**src/rtl/sdram_req_arb_pkg.sv**
```systemverilog
// Shared types and constants for the SDRAM request arbiter.
package sdram_req_arb_pkg;

    // Transaction sequencing states.
    typedef enum logic [1:0] {
        ST_IDLE  = 2'd0,
        ST_ISSUE = 2'd1,
        ST_WAIT  = 2'd2,
        ST_DONE  = 2'd3
    } state_e;

    // Requester indices: downloader, CPU, video.
    localparam logic [1:0] REQ_DL  = 2'd0;
    localparam logic [1:0] REQ_CPU = 2'd1;
    localparam logic [1:0] REQ_VID = 2'd2;

endpackage

```
**src/rtl/sdram_req_arb_pick.sv**
```systemverilog
// Winner selection: r0 has absolute priority, r1/r2 share a round-robin
// pointer supplied by the parent. Purely combinational.
module sdram_req_arb_pick
    import sdram_req_arb_pkg::*;
(
    input  logic [2:0] req_i,
    input  logic       rr_vid_i,   // 1: r2 wins an r1/r2 tie, 0: r1 wins
    output logic [1:0] idx_o,
    output logic       valid_o
);

    // Fixed priority for r0, pointer-based tie break between r1 and r2.
    always_comb begin
        idx_o   = REQ_DL;
        valid_o = 1'b1;
        if (req_i[0]) begin
            idx_o = REQ_DL;
        end else if (req_i[1] && req_i[2]) begin
            idx_o = rr_vid_i ? REQ_VID : REQ_CPU;
        end else if (req_i[1]) begin
            idx_o = REQ_CPU;
        end else if (req_i[2]) begin
            idx_o = REQ_VID;
        end else begin
            valid_o = 1'b0;
        end
    end

endmodule

```
**src/rtl/sdram_req_arb.sv**
```systemverilog
// Three-port request arbiter in front of a toggle-handshake SDRAM controller.
// One transaction outstanding at a time; command fields held from issue to
// completion.
//
// state    | meaning
// ---------+--------------------------------------------------------------
// ST_IDLE  | arbitrate; latch winner's command fields and index
// ST_ISSUE | toggle mem_req once
// ST_WAIT  | wait for mem_ack == mem_req; capture read data
// ST_DONE  | one-cycle ack pulse to the served requester
module sdram_req_arb
    import sdram_req_arb_pkg::*;
(
    input  logic        clk,
    input  logic        init_n,

    input  logic        r0_req,
    input  logic        r0_we,
    input  logic [23:1] r0_a,
    input  logic [1:0]  r0_ds,
    input  logic [15:0] r0_d,
    output logic        r0_ack,
    output logic [15:0] r0_q,

    input  logic        r1_req,
    input  logic        r1_we,
    input  logic [23:1] r1_a,
    input  logic [1:0]  r1_ds,
    input  logic [15:0] r1_d,
    output logic        r1_ack,
    output logic [15:0] r1_q,

    input  logic        r2_req,
    input  logic        r2_we,
    input  logic [23:1] r2_a,
    input  logic [1:0]  r2_ds,
    input  logic [15:0] r2_d,
    output logic        r2_ack,
    output logic [15:0] r2_q,

    output logic        mem_req,
    input  logic        mem_ack,
    output logic        mem_we,
    output logic [23:1] mem_a,
    output logic [1:0]  mem_ds,
    output logic [15:0] mem_d,
    input  logic [15:0] mem_q,

    output logic        busy,
    output logic [1:0]  grant
);

    state_e      state_q;
    logic [2:0]  ack_q;
    logic [15:0] r0_q_q, r1_q_q, r2_q_q;
    logic [1:0]  grant_q;
    logic        rr_vid_q;
    logic        mem_req_q;
    logic        mem_we_q;
    logic [23:1] mem_a_q;
    logic [1:0]  mem_ds_q;
    logic [15:0] mem_d_q;

    logic [1:0]  pick_idx;
    logic        pick_valid;
    logic        sel_we;
    logic [23:1] sel_a;
    logic [1:0]  sel_ds;
    logic [15:0] sel_d;

    sdram_req_arb_pick u_pick (
        .req_i    ({r2_req, r1_req, r0_req}),
        .rr_vid_i (rr_vid_q),
        .idx_o    (pick_idx),
        .valid_o  (pick_valid)
    );

    // Route the winning requester's command fields toward the latch.
    always_comb begin
        sel_we = r0_we;
        sel_a  = r0_a;
        sel_ds = r0_ds;
        sel_d  = r0_d;
        case (pick_idx)
            REQ_CPU: begin
                sel_we = r1_we;
                sel_a  = r1_a;
                sel_ds = r1_ds;
                sel_d  = r1_d;
            end
            REQ_VID: begin
                sel_we = r2_we;
                sel_a  = r2_a;
                sel_ds = r2_ds;
                sel_d  = r2_d;
            end
            default: ;
        endcase
    end

    // Transaction FSM; every output is a register updated here.
    always_ff @(posedge clk) begin
        if (!init_n) begin
            state_q   <= ST_IDLE;
            ack_q     <= '0;
            r0_q_q    <= '0;
            r1_q_q    <= '0;
            r2_q_q    <= '0;
            grant_q   <= REQ_DL;
            rr_vid_q  <= 1'b0;
            // Track the controller so nothing is left pending across reset.
            mem_req_q <= mem_ack;
            mem_we_q  <= 1'b0;
            mem_a_q   <= '0;
            mem_ds_q  <= '0;
            mem_d_q   <= '0;
        end else begin
            ack_q <= '0;
            case (state_q)
                ST_IDLE: begin
                    if (pick_valid) begin
                        grant_q  <= pick_idx;
                        mem_we_q <= sel_we;
                        mem_a_q  <= sel_a;
                        mem_ds_q <= sel_ds;
                        mem_d_q  <= sel_d;
                        if (pick_idx == REQ_CPU) begin
                            rr_vid_q <= 1'b1;
                        end else if (pick_idx == REQ_VID) begin
                            rr_vid_q <= 1'b0;
                        end
                        state_q <= ST_ISSUE;
                    end
                end
                ST_ISSUE: begin
                    mem_req_q <= ~mem_req_q;
                    state_q   <= ST_WAIT;
                end
                ST_WAIT: begin
                    if (mem_ack == mem_req_q) begin
                        case (grant_q)
                            REQ_DL: begin
                                ack_q[0] <= 1'b1;
                                if (!mem_we_q) r0_q_q <= mem_q;
                            end
                            REQ_CPU: begin
                                ack_q[1] <= 1'b1;
                                if (!mem_we_q) r1_q_q <= mem_q;
                            end
                            default: begin
                                ack_q[2] <= 1'b1;
                                if (!mem_we_q) r2_q_q <= mem_q;
                            end
                        endcase
                        state_q <= ST_DONE;
                    end
                end
                ST_DONE: begin
                    state_q <= ST_IDLE;
                end
                default: begin
                    state_q <= ST_IDLE;
                end
            endcase
        end
    end

    assign r0_ack  = ack_q[0];
    assign r1_ack  = ack_q[1];
    assign r2_ack  = ack_q[2];
    assign r0_q    = r0_q_q;
    assign r1_q    = r1_q_q;
    assign r2_q    = r2_q_q;
    assign mem_req = mem_req_q;
    assign mem_we  = mem_we_q;
    assign mem_a   = mem_a_q;
    assign mem_ds  = mem_ds_q;
    assign mem_d   = mem_d_q;
    assign busy    = (state_q != ST_IDLE);
    assign grant   = grant_q;

endmodule
```
**config.mk**
```make
export PLATFORM = sky130hd
export DESIGN_NAME = sdram_req_arb
export DESIGN_NICKNAME = d
export VERILOG_FILES = /design/src/rtl/sdram_req_arb_pkg.sv /design/src/rtl/sdram_req_arb_pick.sv /design/src/rtl/sdram_req_arb.sv
export SDC_FILE = /design/constraint.sdc
export NUM_CORES = 1
export LEC_CHECK = 0
export ABC_AREA = 1
export CAP_MARGIN = 20
export CORE_ASPECT_RATIO = 1.1
export CORE_MARGIN = 3
export CORE_UTILIZATION = 37
export CTS_CLUSTER_DIAMETER = 30
export CTS_CLUSTER_SIZE = 30
export DETAILED_ROUTE_END_ITERATION = 8
export PLACE_DENSITY = 0.83
export SLEW_MARGIN = 20
export SYNTH_ARGS = -nofsm -noshare
export SYNTH_HDL_FRONTEND = slang
export SYNTH_SLANG_ARGS = --single-unit
```
**constraint.sdc**
```tcl
create_clock -name clk -period 1.81 [get_ports clk]
set_clock_uncertainty 0.05 [all_clocks]
set_input_delay 0.362 -clock clk [delete_from_list [all_inputs] [get_ports clk]]
set_output_delay 0.362 -clock clk [all_outputs]
set_load 0.02 [all_outputs]
```
* After elaboration in Yosys (flattened, before gate mapping) *
Cells that the tools add are included.

word-level totals
  bits in registers = 99
  memories = 0
  ROM bits = 0
  latch bits = 0
  word-level logic and storage cells = 61
  bits in writable memories = 0

operators by class
  divide/modulo/power cells = 0
  shift operators = 0
  equal/unequal tests = 10
  reduce and logical (&&, ||, !) cells = 13
  $mul = 0
  mux-type cells = 23
  add/sub/neg operators = 0
  $lt $le $gt $ge = 0
  bitwise gates (word level) = 3

operator list
  kind                count
  $pmux 23 s2         1
  $pmux 16 s2         1
  $mux 2              7
  $reduce_and 4->1    3
  $mux 1              11
  $pmux 2 s4          1
  $eq 2x1->1 const B  3
  $eq 2x2->1 const B  3
  $reduce_and 3->1    2
  $logic_not 2->1     2
  $ne 2x2->1 const B  2
  $pmux 2 s2          1
  $reduce_and 2->1    2
  $reduce_bool 2->1   2
  $not 1->1           3
  $ne 2x1->1 const B  1
  $pmux 1 s2          1
  $reduce_or 2->1     1
  $eq 1x1->1          1
  $logic_and 1x1->1   1

* Depth between registers and ports, before layout *
Gate-level depths: netlist of the first run.

  depth after elaboration = 7
  gate-level depth with buffers = 11
  depth with buffers taken out = 9

* By module *
From an unflattened synthesis of the first run, not the netlist that was laid out.

second synthesis, totals
  cell total of the unflattened synthesis = 627
  area, all modules = 4874.7 um^2

by module, submodules not included
  module              instances  seq. area each (um^2)  cells each  area each (um^2)
  sdram_req_arb       1          1991.9                 616         4833.4
  sdram_req_arb_pick  1          0.0                    11          41.3

* Worst setup path after synthesis of the first run *
Ideal clock, no wire load.

  kind = input -> register
  from = input port r1_req
  to = register mem_we_q (netlist: mem_we)
  data arrival time = 1657 ps
  stages on the path = 9
  required time = 1644 ps
  setup time = 116 ps
  path buffers = 2
  slack = -12 ps
  cell sequence = inv_1 > o211ai_1 > inv_1 > ha_1 > buf_2 > buf_1 > a21oi_1 > nor2_1 > nor2_1

on the way
  cells in the longest elaborated chain, start to end = 5
  elaborated cells on any way between the ends = 11

ends and longest elaborated chain
  element                                             RTL line                                            text
  start, declared                                     sdram_req_arb.sv:25                                 input logic r1_req,
  $mux 2 / $logic_and 1x1->1 (equally long branches)  sdram_req_arb_pick.sv:20, sdram_req_arb_pick.sv:18
  $mux 2 (*)                                          sdram_req_arb_pick.sv:18                            end else if (req_i[1] && req_i[2]) begin
  $mux 2 (*)                                          sdram_req_arb_pick.sv:16                            if (req_i[0]) begin
  net pick_idx[1]                                     sdram_req_arb.sv:64                                 logic [1:0] pick_idx;
  $eq 2x2->1 / $eq 2x1->1 (equally long branches)     sdram_req_arb.sv:84                                 case (pick_idx)
  $pmux 1 s2 (*)                                      sdram_req_arb.sv:84
  end signal, assigned                                sdram_req_arb.sv:123                                mem_we_q <= sel_we;
  end, declared                                       sdram_req_arb.sv:59                                 logic mem_we_q;

Mark *: on every way through the listed nets, which the timed path passes. The rest lies on a longest branch.
A chain may end at the register's enable or synchronous reset.

* Worst setup path in the final report of the first run *
  from = register mem_we_q (netlist: mem_we)
  to = output port mem_we

RTL lines
  element        RTL line             text
  end, declared  sdram_req_arb.sv:43  output logic mem_we,

No word-level cell between the ends.

==> tab_implementation.tex, run 1 <==
\begin{tabular}{lr}
\hline
Metric & Value \\
\hline
\multicolumn{2}{l}{\textbf{Outcome}} \\
Result of the run & finished, final reports clean \\
\multicolumn{2}{l}{\textbf{CTS}} \\
Max H-tree Level & 3 \\
Clock Sink Count & 99 \\
CTS tree & done \\
Root buffer selected by CTS & sky130\_fd\_sc\_hd\_\_clkbuf\_16 \\
Clk buf depth & 2 \\
Hold bufs inserted after CTS & 0 \\
Clock input transition at the sequential cells of the worst setup and hold paths & 0.07 ns \\
Number of buffers created by CTS & 9 \\
Insertion delay of the later-clocked pin in the worst-skew pair & 0.33 ns \\
\multicolumn{2}{l}{\textbf{Power and ir drop}} \\
Switching fraction of total power & 0.376 \\
Worst vdd ir & 0.788 mV \\
Total power density per cell area & 1150 nW/um2 \\
Clock share of power & 0.221 \\
Net switching power of the design & 3.55 mW \\
Internal power component & 5.89 mW \\
Total Power Consumption & 9.45 mW \\
Combinational cell fraction of total power & 0.468 \\
Share of power burned in registers & 0.310 \\
Leakage power figure & 3.31 nW \\
\multicolumn{2}{l}{\textbf{Drt}} \\
Average vias per placed instance & 5.12 \\
Post-detailed-route DRC marker count & 0 \\
Routed wl met2 & 8.97 mm \\
Routed length on met3 & 1.73 mm \\
Detailed-router iteration count before antenna repair & 5 \\
DRT iter0 DRCs & 486 \\
Average wire per cell in the routed design & 15.9 um \\
Met1 routed wirelength after detailed routing & 7.02 mm \\
Top layer in use & met4 \\
Number of nets with antenna violations after routing & 0 \\
Routed via count & 5,913 \\
Total length of routed wires & 18.4 mm \\
\multicolumn{2}{l}{\textbf{Floorplanning}} \\
IO Count & 245 \\
Num rows & 43 \\
Initial cell density of the core & 0.387 \\
Chip height & 128 um \\
DIE WIDTH & 117 um \\
Area of the core & 12,900 um2 \\
Die Area & 14,900 um2 \\
\multicolumn{2}{l}{\textbf{Finish}} \\
Most frequent standard cell in the layout excluding fill and tap cells & sky130\_fd\_sc\_hd\_\_clkdlybuf4s50\_1 \\
Total number of nets in the final design & 1,148 \\
Relative area change from synthesis to final layout & 65.2\% \\
Filler-free cell count of the finished design & 1,156 \\
Share of the core filled with cells in the final layout & 0.639 \\
Commonest cells after routing, fill and taps aside & sky130\_fd\_sc\_hd\_\_clkdlybuf4s50\_1, sky130\_fd\_sc\_hd\_\_nand2\_1, sky130\_fd\_sc\_hd\_\_nor2\_1 \\
Proportion of layout cells with a drive suffix above 1 & 0.0853 \\
\multicolumn{2}{l}{\textbf{Synth}} \\
Number of flip-flops and latches in the synthesized netlist & 99 \\
Library cells used by synthesis & 26 \\
Gate Count Post-Synth & 759 \\
Synth Area per Inst & 6.56 um2 \\
Mapped Area & 4980 um2 \\
Post-Syn Nets & 913 \\
Yosys synthesis warning count & 0 \\
Sequential share of the synthesized area & 0.400 \\
\multicolumn{2}{l}{\textbf{STA}} \\
Tmin final & 1.75 ns \\
PnR worst setup slack & 0.0586 ns \\
F\_max & 0.571 GHz \\
Number of pins exceeding their max-slew limit in the final report & 0 \\
Actual transition at the worst max-transition pin & 0.418 ns \\
Hold violation total from the final report & 0 \\
Count of final setup violators & 0 \\
Final total negative setup slack & 0 ns \\
Worst slew margin relative to its limit & 0.721 \\
Post-route fraction of the period consumed by the critical path & 0.968 \\
Setup repair after global routing missed its margin & true \\
\multicolumn{2}{l}{\textbf{Place}} \\
Final weighted congestion in routability-driven placement & 0.871 \\
Cells after DPL & 1,131 \\
Count of buffers from port buffering & 244 \\
Worst-case setup slack after placement & -0.455 ns \\
Half-perimeter wire length after placement & 13.2 mm \\
\multicolumn{2}{l}{\textbf{GRT}} \\
GRT Residual Overflow & 0 \\
Total GRT Usage & 0.243 \\
Largest net degree at the start of global routing & 50 \\
Vias in the first global route & 5,750 \\
Wire length of the first global-routing pass & 28.6 mm \\
Number of antenna violations at the first check in global routing & 2 \\
\multicolumn{2}{l}{\textbf{Worst setup path}} \\
Largest fanout on the critical path & 3 \\
Data required time of the worst path & 1.40 ns \\
Worst setup EP type & output port \\
Critical path cell sequence & clkdlybuf4s50\_1 \\
Top cell family by delay on the critical path & buffers and inverters \\
CP arrival & 1.34 ns \\
Cell with the biggest individual delay on the critical path & sky130\_fd\_sc\_hd\_\_clkdlybuf4s50\_1 \\
Critical setup path kind & flop to output port \\
Critical path buffers and inverters & 1 \\
Largest stage delay, worst path & 0.65 ns \\
Startpoint Class & flop \\
\multicolumn{2}{l}{\textbf{Job}} \\
Max-cap violations & 0 \\
\multicolumn{2}{l}{\textbf{Min path}} \\
HP Class & input port to flop \\
\hline
\end{tabular}
registers in the layout (all words and copies together), names as in the netlist:
signal	count
r0_q	16
r2_q	16
rr_vid_q	1
state_q	2
mem_we	1
mem_ds	2
ack_q	3
r1_q	16
grant	2
mem_d	16
mem_a	23
mem_req	1
metrics by stage:
stage                     instance area (um2)  hold slack (ns)
final                                    8220            0.355
after global routing                     8220            0.378
after CTS                                8170            0.346
after global placement                   7670            0.400
after floorplan                          4980            0.402
after detailed placement                 7670            0.404
per-layer routing:
metal,track usage,up-vias
li1,-,2935
met1,0.278,2662
met2,0.411,272
met3,0.0753,44
met4,0.111,0
met5,0,-
power by group through the flow:
stage          combinational, mW  sequential, mW  clock [mW]
5_1_grt                     4.82            2.99        2.19
3_3_place_gp                4.26            2.96           0
2_1_floorplan               1.80            3.50           0
3_5_place_dp                4.31            2.96           0
6_report                    4.43            2.93        2.09
4_1_cts                     4.40            2.93        2.12
final timing paths:
| check | start | endpoint | slack (ns) | cells past startpoint |
|---|---|---|---|---|
| worst max-delay path | mem_we | mem_we | 0.06 | 1 |
| worst min-delay path | init_n | state_q[1] | 0.36 | 3 |
| worst max register to register | rr_vid_q | mem_a[16] | 0.08 | 8 |
| worst min register to register | r2_q[11] | r2_q[11] | 0.42 | 2 |
logic make-up (layout without fill, tap and decap cells):
group	Yosys count	after routing	share of synthesized area
AND/OR/NAND/NOR	456	456	0.394
other	0	2	0
adder cells (fa/ha/maj)	6	6	0.0151
AO/OA/AOI/OAI	106	106	0.107
flip-flops	99	99	0.400
buffers and inverters	92	330	0.0835
synthesized netlist by cell type (all sizes together):
| library cell | n | area, um2 |
|---|---|---|
| clkbuf | 22 | 82.6 |
| nand2 | 192 | 731 |
| o211ai | 1 | 7.51 |
| nor3 | 2 | 21.3 |
| a21oi | 61 | 305 |
| nor2 | 163 | 634 |
| nand3 | 49 | 263 |
| inv | 33 | 124 |
| edfxtp | 1 | 30.0 |
| nand4 | 49 | 307 |
| dfxtp | 98 | 1960 |
| o21ai | 44 | 220 |
| or2 | 1 | 6.26 |
| ha | 6 | 75.1 |
| buf | 37 | 209 |
cell type report:
type | count | area, um2
well taps | 157 | 196
clock buffers | 12 | 256
multi-input cells | 568 | 2640
repair buffers | 283 | 2950
fillers | 1123 | 4640
diodes | 2 | 5.00
inverters | 33 | 124
clock inverters | 2 | 60.1
flip-flops and latches | 99 | 1990
timing repair:
item	in CTS	in global routing
pin swaps	2	8
buffers inserted	5	0
gates cloned	4	0
setup endpoints to repair	45	30
gates resized for setup	14	15
Note: power is estimated with default switching activity, not from simulation.
==> run 2, diff against run 1 <==
--- a/config.mk
+++ b/config.mk
@@ -6,6 +6,7 @@
 export NUM_CORES = 1
 export LEC_CHECK = 0
 export ABC_AREA = 1
+export ABC_CLOCK_PERIOD_IN_PS = 1810
 export CAP_MARGIN = 20
 export CORE_ASPECT_RATIO = 1.1
 export CORE_MARGIN = 3
==> results of run 2 <==
Final layout, timing and power as in run 1 (identical DEF).
